$ cat src/rtl/if_fetch_unit_if.sv
// Instruction-memory request/response port between the fetch stage and imem.
// The fetch unit is the master; memory drives rdata/valid.
interface if_fetch_unit_if;
  localparam int unsigned XLEN = 32;

  logic            imem_req;
  logic [XLEN-1:0] imem_addr;
  logic [XLEN-1:0] imem_rdata;
  logic            imem_valid;

  modport master (output imem_req, imem_addr, input imem_rdata, imem_valid);
  modport slave  (input imem_req, imem_addr, output imem_rdata, imem_valid);
endinterface

$ cat src/rtl/if_fetch_unit.sv
// Instruction-fetch stage with integrated IF/ID register: owns the PC, fetches over a
// req/valid memory port of arbitrary latency, honours freeze and branch redirects.
module if_fetch_unit #(
  parameter logic [31:0] RESET_PC     = 32'h0000_0000,
  parameter logic [31:0] PC_STEP      = 32'd4,
  parameter logic [31:0] BUBBLE_INSTR = 32'h0000_0000
) (
  input  logic                clk,
  input  logic                rst,
  input  logic                freeze,
  input  logic                branch_taken,
  input  logic [31:0]         branch_addr,
  if_fetch_unit_if.master     imem,
  output logic [31:0]         PC_out,
  output logic [31:0]         instruction,
  output logic                valid
);
  localparam int unsigned XLEN = 32;

  typedef enum logic [1:0] {
    FETCH    = 2'd0,
    HOLD     = 2'd1,
    REDIRECT = 2'd2
  } state_t;

  state_t          state, state_n;
  logic [XLEN-1:0] pc, pc_n;
  logic [XLEN-1:0] redir_pc, redir_n;
  logic [XLEN-1:0] skid, skid_n;
  logic [XLEN-1:0] pc_out_n, instr_n, issue_word, pc_inc;
  logic            valid_n, req_q, bubble, issue;

  assign pc_inc         = pc + PC_STEP;
  assign imem.imem_req  = req_q;
  // pc only moves on a completed response or a redirect, so the address stays put mid-request
  assign imem.imem_addr = pc;

  // State and IF/ID register
  always_ff @(posedge clk) begin
    if (rst) begin
      state       <= FETCH;
      pc          <= RESET_PC;
      redir_pc    <= RESET_PC;
      skid        <= '0;
      PC_out      <= '0;
      instruction <= BUBBLE_INSTR;
      valid       <= 1'b0;
      req_q       <= 1'b1;
    end else begin
      state       <= state_n;
      pc          <= pc_n;
      redir_pc    <= redir_n;
      skid        <= skid_n;
      PC_out      <= pc_out_n;
      instruction <= instr_n;
      valid       <= valid_n;
      req_q       <= (state_n != HOLD);
    end
  end

  // Next-state and IF/ID write selection; priority branch > freeze > imem_valid
  always_comb begin
    state_n    = state;
    pc_n       = pc;
    redir_n    = redir_pc;
    skid_n     = skid;
    pc_out_n   = PC_out;
    instr_n    = instruction;
    valid_n    = valid;
    bubble     = 1'b0;
    issue      = 1'b0;
    issue_word = imem.imem_rdata;

    case (state)
      FETCH: begin
        if (branch_taken) begin
          bubble = 1'b1;
          if (imem.imem_valid) begin
            pc_n = branch_addr;
          end else begin
            redir_n = branch_addr;
            state_n = REDIRECT;
          end
        end else if (imem.imem_valid) begin
          if (freeze) begin
            skid_n  = imem.imem_rdata;
            state_n = HOLD;
          end else begin
            issue = 1'b1;
          end
        end else if (!freeze) begin
          bubble = 1'b1;
        end
      end
      HOLD: begin
        if (branch_taken) begin
          bubble  = 1'b1;
          pc_n    = branch_addr;
          state_n = FETCH;
        end else if (!freeze) begin
          issue      = 1'b1;
          issue_word = skid;
          state_n    = FETCH;
        end
      end
      REDIRECT: begin
        // Waiting out the stale request; the latest redirect target wins
        bubble = 1'b1;
        if (branch_taken) begin
          redir_n = branch_addr;
        end
        if (imem.imem_valid) begin
          pc_n    = branch_taken ? branch_addr : redir_pc;
          state_n = FETCH;
        end
      end
      default: begin
        bubble  = 1'b1;
        state_n = FETCH;
      end
    endcase

    if (bubble) begin
      pc_out_n = '0;
      instr_n  = BUBBLE_INSTR;
      valid_n  = 1'b0;
    end
    if (issue) begin
      pc_out_n = pc_inc;
      instr_n  = issue_word;
      valid_n  = 1'b1;
      pc_n     = pc_inc;
    end
  end
endmodule

$ cat src/flat_wrapper.sv
// flat-port wrapper written by rule: the top's interface ports become plain ports
module if_fetch_unit_flat 
#(
  parameter logic [31:0] RESET_PC     = 32'h0000_0000,
  parameter logic [31:0] PC_STEP      = 32'd4,
  parameter logic [31:0] BUBBLE_INSTR = 32'h0000_0000
)
  (clk, rst, freeze, branch_taken, branch_addr, PC_out, instruction, valid, imem_imem_req, imem_imem_addr, imem_imem_rdata, imem_imem_valid);
  if_fetch_unit_if imem_i ();
  input  logic clk;
  input  logic rst;
  input  logic freeze;
  input  logic branch_taken;
  input  logic [31:0] branch_addr;
  output logic [31:0] PC_out;
  output logic [31:0] instruction;
  output logic valid;
  output wire logic [$bits(imem_i.imem_req)-1:0] imem_imem_req;
  output wire logic [$bits(imem_i.imem_addr)-1:0] imem_imem_addr;
  input wire logic [$bits(imem_i.imem_rdata)-1:0] imem_imem_rdata;
  input wire logic [$bits(imem_i.imem_valid)-1:0] imem_imem_valid;
  assign imem_imem_req = imem_i.imem_req;
  assign imem_imem_addr = imem_i.imem_addr;
  assign imem_i.imem_rdata = imem_imem_rdata;
  assign imem_i.imem_valid = imem_imem_valid;
  if_fetch_unit #(.RESET_PC(RESET_PC), .PC_STEP(PC_STEP), .BUBBLE_INSTR(BUBBLE_INSTR)) u_core (.clk(clk), .rst(rst), .freeze(freeze), .branch_taken(branch_taken), .branch_addr(branch_addr), .imem(imem_i), .PC_out(PC_out), .instruction(instruction), .valid(valid));
endmodule
$ cat config.mk
export PLATFORM = sky130hd
export DESIGN_NAME = if_fetch_unit_flat
export DESIGN_NICKNAME = d
export VERILOG_FILES = /design/src/rtl/if_fetch_unit_if.sv /design/src/rtl/if_fetch_unit.sv /design/src/flat_wrapper.sv
export SDC_FILE = /design/constraint.sdc
export NUM_CORES = 1
export LEC_CHECK = 0
export CELL_PAD_IN_SITES_DETAIL_PLACEMENT = 0
export CELL_PAD_IN_SITES_GLOBAL_PLACEMENT = 1
export CORE_MARGIN = 2
export CORE_UTILIZATION = 41
export CTS_BUF_LIST = sky130_fd_sc_hd__clkbuf_2
export CTS_CLUSTER_SIZE = 10
export DETAILED_ROUTE_END_ITERATION = 12
export GPL_ROUTABILITY_DRIVEN = 1
export MAX_ROUTING_LAYER = met4
export PLACE_DENSITY = 0.9
export SYNTH_ARGS = -nofsm -noshare
export SYNTH_HDL_FRONTEND = slang
export SYNTH_SLANG_ARGS = --single-unit
$ cat constraint.sdc
create_clock -name clk -period 4 [get_ports clk]
set_input_delay 0.4 -clock clk [delete_from_list [all_inputs] [get_ports clk]]
set_output_delay 0.4 -clock clk [all_outputs]
set_load 0.05 [all_outputs]
## Yosys cells after proc, flatten, opt, wreduce, memory -nomap -nowiden

Index checks and enable logic that the tools add are counted.

- Add/subtract/negate cells: 1
- $mul: 0
- Divide/modulo/power cells: 0
- Magnitude comparators: 0
- Equal/unequal tests: 9
- Shift operators: 0
- Muxes and demuxes: 35
- Bitwise logic cells: 1
- Reduce and logical (&&, ||, !) cells: 7

Operators by type and width:

| cell | number |
|---|---|
| two-way mux 32 bit | 14 |
| case mux 32 bit (3 select lines) | 1 |
| case mux 32 bit (2 select lines) | 1 |
| adder 32 x 3 -> 32 bit, second input constant | 1 |
| two-way mux 2 bit | 7 |
| inequality test 3 x 2 -> 1 bit, second input constant | 4 |
| two-way mux 1 bit | 9 |
| case mux 2 bit (3 select lines) | 1 |
| AND reduction 3 bit | 2 |
| AND reduction 5 bit | 1 |
| inequality test 2 bit, second input constant | 2 |
| case mux 1 bit (2 select lines) | 2 |
| nonzero test 2 bit | 2 |
| nonzero test 4 bit | 1 |
| equality test 2 x 1 -> 1 bit, second input constant | 1 |
| equality test 2 bit, second input constant | 1 |
| logical NOT 2 bit | 1 |
| inequality test 2 x 1 -> 1 bit, second input constant | 1 |
| NOT 1 bit | 1 |

- Register bits after elaboration: 164
- Latch bits: 0
- RAM bits: 0
- ROM bits: 0
- Input port bits: 69
- Output and inout bits: 98
- Word-level logic and storage cells: 61
- Memories: 0

## Logic depth before layout (Yosys ltp)

- Word-level depth: 6
- Depth in mapped cells: 8

## Least setup slack after synthesis

Ideal clock, no wire load.

- Path type: reg-to-reg
- Start point: register u_core.pc[4], in the netlist u_core.imem.imem_addr[4]
- End point: register u_core.pc[25], in the netlist u_core.imem.imem_addr[25]
- Data arrival time: 2.263 ns
- Setup slack: 1.616 ns
- Cell stages (with the launch flop): 7
- Path through: dfxtp_1 -> buf_2 -> nand3_1 -> nor4_4 -> nand4_1 -> xnor2_1 -> a221o_1

- Longest elaborated chain between the ends: 2

Ends and longest elaborated chain:

| what | line | text |
|---|---|---|
| start: declaration | if_fetch_unit.sv:27 | `logic [XLEN-1:0] pc, pc_n;` |
| start signal: assignment | if_fetch_unit.sv:51 | `pc <= pc_n;` |
| adder 32 x 3 -> 32 bit | if_fetch_unit.sv:33 | `assign pc_inc = pc + PC_STEP;` |
| two-way mux 32 bit | if_fetch_unit.sv:128 | `if (issue) begin` |

Every way passes these cells.
A chain may end at the register's enable or synchronous reset.

## Worst setup path in the final report

- Start point: register u_core.pc[17], in the netlist u_core.imem.imem_addr[17]
- End point: output imem_imem_addr[17]

RTL lines:

| what | line | text |
|---|---|---|
| end: declaration | flat_wrapper.sv:19 | `output wire logic [$bits(imem_i.imem_addr)-1:0] imem_imem_addr;` |

No word-level cell between the ends.

==> results.md <==
- Number of setup buffers added after CTS: 0
- FP Rows: 48
- Register bit total from synthesis: 164
- Share of the synthesized area in the top cell type: 0.455
- Die height: about 140 µm
- Vias in the first global route: 5911
- DP Wirelength: approximately 13000 µm
- Fillcell total: 1628
- Final worst-path cycle share: 0.642
- Flop2flop setup slack: 1.63 ns
- Initial Util: 0.419
- Initial antenna violation count: 1
- Number of H-tree levels: 4
- Internal power: 2190 µW
- # DRC: 0
- Vias/cell: 5.32
- Post-synth EDFFs: 0
- Clock share of power: 0.267
- Most common cell in the netlist: dfxtp_1
- CP Max Fanout: 9
- Post-CTS sizing: 0
- Post-Syn Instances: 844
- Most Used Layer, Global Route: met2
- IO Port Bufs: 166
- Post-layout nets: 1050
- Final ANT Viol Nets: 0
- Top delay family on crit path: buffers and inverters
- WS Path Type: flip-flop to output pin
- Largest net degree at the start of global routing: 66
- Root buf cell: clkbuf_2
- Gate power share: 0.170
- Status: completed
- Fin. Hold Viols: 0
- Worst-Margin Slew: 0.899 ns
- CP Capture Type: output pin
- TNS Setup: 0 ns
- Routed WL: 19600 µm
- Met3 usage: 0.0444
- Die Area: 0.0187 mm²
- Clk buf depth: 2
- Max_slew headroom: 0.401
- Reg clk slew, reported paths: ~0.21 ns
- GP Congestion: 0.814
- Synthesis warning total: 0
- Mapped Nets: 914
- GRT met1 Usage: 0.290
- CTS tree: built
- Worst setup margin: 1.43 ns
- Power per cell area: 340 mW/mm²
- Fin crit period: 2.57 ns
- Max Cap Violations: 0
- Core ar.: 0.0172 mm²
- Asr flop ratio synth: 0
- Post-synthesis sequential area ratio: 0.455
- Ports: 167
- Cell Area, Synth: between 0.007 and 0.008 mm²
- Ranking of synthesized cells by area: dfxtp_1 (46%), nand2_1 (7.3%), nor2_1 (5.7%)
- CP Cell Sequence: clkdlybuf4s50_1
- First-pass GRT wire length: a little over 30000 µm
- # setup viols final: 0
- Flop pwr share: 0.564
- Max incr delay on CP: 0.87 ns
- Mean Syn Cell Area: 8.55 µm²
- Final clock skew: 0.0313 ns
- Detailed-route via count: 6480
- Chip width: around 140 µm
- DRT Pass-1 Iters: 4
- Worst Path Buf+Inv: 1
- Layout area overhead: 28.0%
- Aggregate global-route resource usage: 0.215
- CP required: around 3.6 ns
- P_sw: 941 µW
- VDD IR-drop max: 0.151 mV
- Clock sink total: 164
- Hold Path Class: input port to flip-flop
- Starting DRT DRC Count: 451
- Netlist cell types: 56
- Highest Clock Rate: 0.390 GHz
- Hold Buf Count CTS: 0
- Critical path arrival: 2.17 ns
- Top FF cell, synth: dfxtp_1
- Max Slew Vio Count: 0
- Hold slack: slightly below 0.2 ns
- Clk Latency, worst-skew pair: 0.73 ns
- Met2 GRT Util: 0.329
- RSZ-0062 raised after global routing: false
- Share of cells above drive strength 1: 0.0897
- Crit path max-delay cell type: clkdlybuf4s50_1
- Drt wl/cell: 16.1 µm
- Top cells by count, synth: dfxtp_1 (164), nand2_1 (140), nor2_1 (109)
- Area leader, netlist: dfxtp_1
- FF/Latch Area: 0.00328 mm²
- Remaining Overflow, GRT: 0
- CTS Buf Count: 17
- Multi-input logic area: 0.00365 mm²
- Startpoint types: flip-flop
- Sw Share: 0.300
- Setup slack after placement: 1.12 ns
- Leakage Power: ~0.0034 µW
final timing paths:
path / startpoint / endpoint / depth (start not counted)
worst min register to register: u_core.PC_out[17] / u_core.PC_out[17] / 2
worst max-delay path: u_core.imem.imem_addr[17] / imem_imem_addr[17] / 1
worst max register to register: u_core.imem.imem_addr[6] / u_core.imem.imem_addr[25] / 5
worst min-delay path: rst / u_core.redir_pc[20] / 2
placed cells by master (no fill, tap or decap), types with 2 or more instances in the layout:
| cell type | Yosys | layout |
|---|---|---|
| or2_2 | 3 | 3 |
| a21oi_1 | 67 | 66 |
| a221o_1 | 6 | 6 |
| nor3_2 | 2 | 2 |
| a31oi_1 | 4 | 4 |
| o311ai_0 | 2 | 2 |
| mux2i_1 | 34 | 34 |
| bufinv_16 | 0 | 2 |
| o21ai_1 | 10 | 10 |
| o21ai_0 | 24 | 24 |
| mux2_2 | 32 | 32 |
| nor3_1 | 7 | 7 |
| nand4_1 | 7 | 7 |
| or3_1 | 3 | 3 |
| nor3b_1 | 8 | 7 |
| clkinv_1 | 0 | 5 |
| clkinv_2 | 0 | 3 |
| nor4_2 | 2 | 2 |
| nand2b_1 | 3 | 3 |
| nor4_1 | 4 | 4 |
| nor3b_4 | 0 | 2 |
| clkdlybuf4s50_1 | 0 | 165 |
| nand2_1 | 140 | 140 |
| o211ai_1 | 2 | 2 |
| dfxtp_1 | 164 | 164 |
| nand3_1 | 18 | 18 |
| clkinvlp_4 | 0 | 2 |
| a221oi_1 | 3 | 3 |
| xor2_1 | 10 | 10 |
| inv_1 | 5 | 5 |
| nor2_1 | 109 | 108 |
| xnor2_1 | 16 | 16 |
| and3_1 | 5 | 5 |
| a211oi_1 | 17 | 17 |
| a22oi_1 | 42 | 42 |
| clkbuf_2 | 1 | 18 |
| a22o_1 | 8 | 8 |
| buf_4 | 1 | 15 |
| a211o_1 | 2 | 2 |
| and2_1 | 2 | 2 |
power groups by stage:
stage | clock network, µW | registers (µW) | logic (µW)
after global routing | 930 | 1780 | 573
final | 836 | 1770 | 532
after detailed placement | 0 | 1800 | 533
after floorplan | 0 | 1890 | 237
after CTS | 870 | 1770 | 535
after global placement | 0 | 1800 | 529
logic make-up after synthesis:
| family | share of synthesized area |
|---|---|
| adders and majority gates | 0.00173 |
| xor gates and xnor gates | 0.0316 |
| DFF | 0.455 |
| and+or+nand+nor | 0.202 |
| muxes | 0.0971 |
| AOI/OAI and AO/OA | 0.170 |
| buffers and inverters | 0.0425 |
flip-flops by register name, summed over array words and instances, names as in the netlist:
signal / flops
u_core.PC_out: 32
u_core.imem.imem_addr: 32
u_core.imem.imem_req: 1
u_core.instruction: 32
u_core.redir_pc: 32
u_core.skid: 32
u_core.state: 2
u_core.valid: 1
per-stage QoR:
| stage | cells | utilization | total power, µW | cell area (µm²) |
|---|---|---|---|---|
| 3_5_place_dp | 1186 | 0.523 | 2330 | 9020 |
| 4_1_cts | 1217 | 0.535 | 3170 | 9230 |
| 2_1_floorplan | 844 | - | 2120 | 7210 |
| 5_1_grt | 1218 | 0.536 | 3280 | 9230 |
| 3_3_place_gp | 1186 | 0.523 | 2330 | 9020 |
| 6_report | 1218 | 0.536 | 3140 | 9230 |
cell type report:
type | instances | share of cell area
Tap cell | 225 | 0.0305
Antenna cell | 1 | 0.000271
Timing Repair Buffer | 181 | 0.193
Clock inverter | 13 | 0.0127
Sequential cell | 164 | 0.356
Multi-Input combinational cell | 611 | 0.396
Clock buffer | 18 | 0.00976
Inverter | 5 | 0.00203
metal layers:
| metal | up-vias | routed length [µm] |
|---|---|---|
| met2 | 190 | 9210 |
| met5 | - | 0 |
| met3 | 20 | 1010 |
| met1 | 3047 | 9190 |
| met4 | 0 | 206 |
| li1 | 3223 | - |
(Power assumes the default switching activity.)
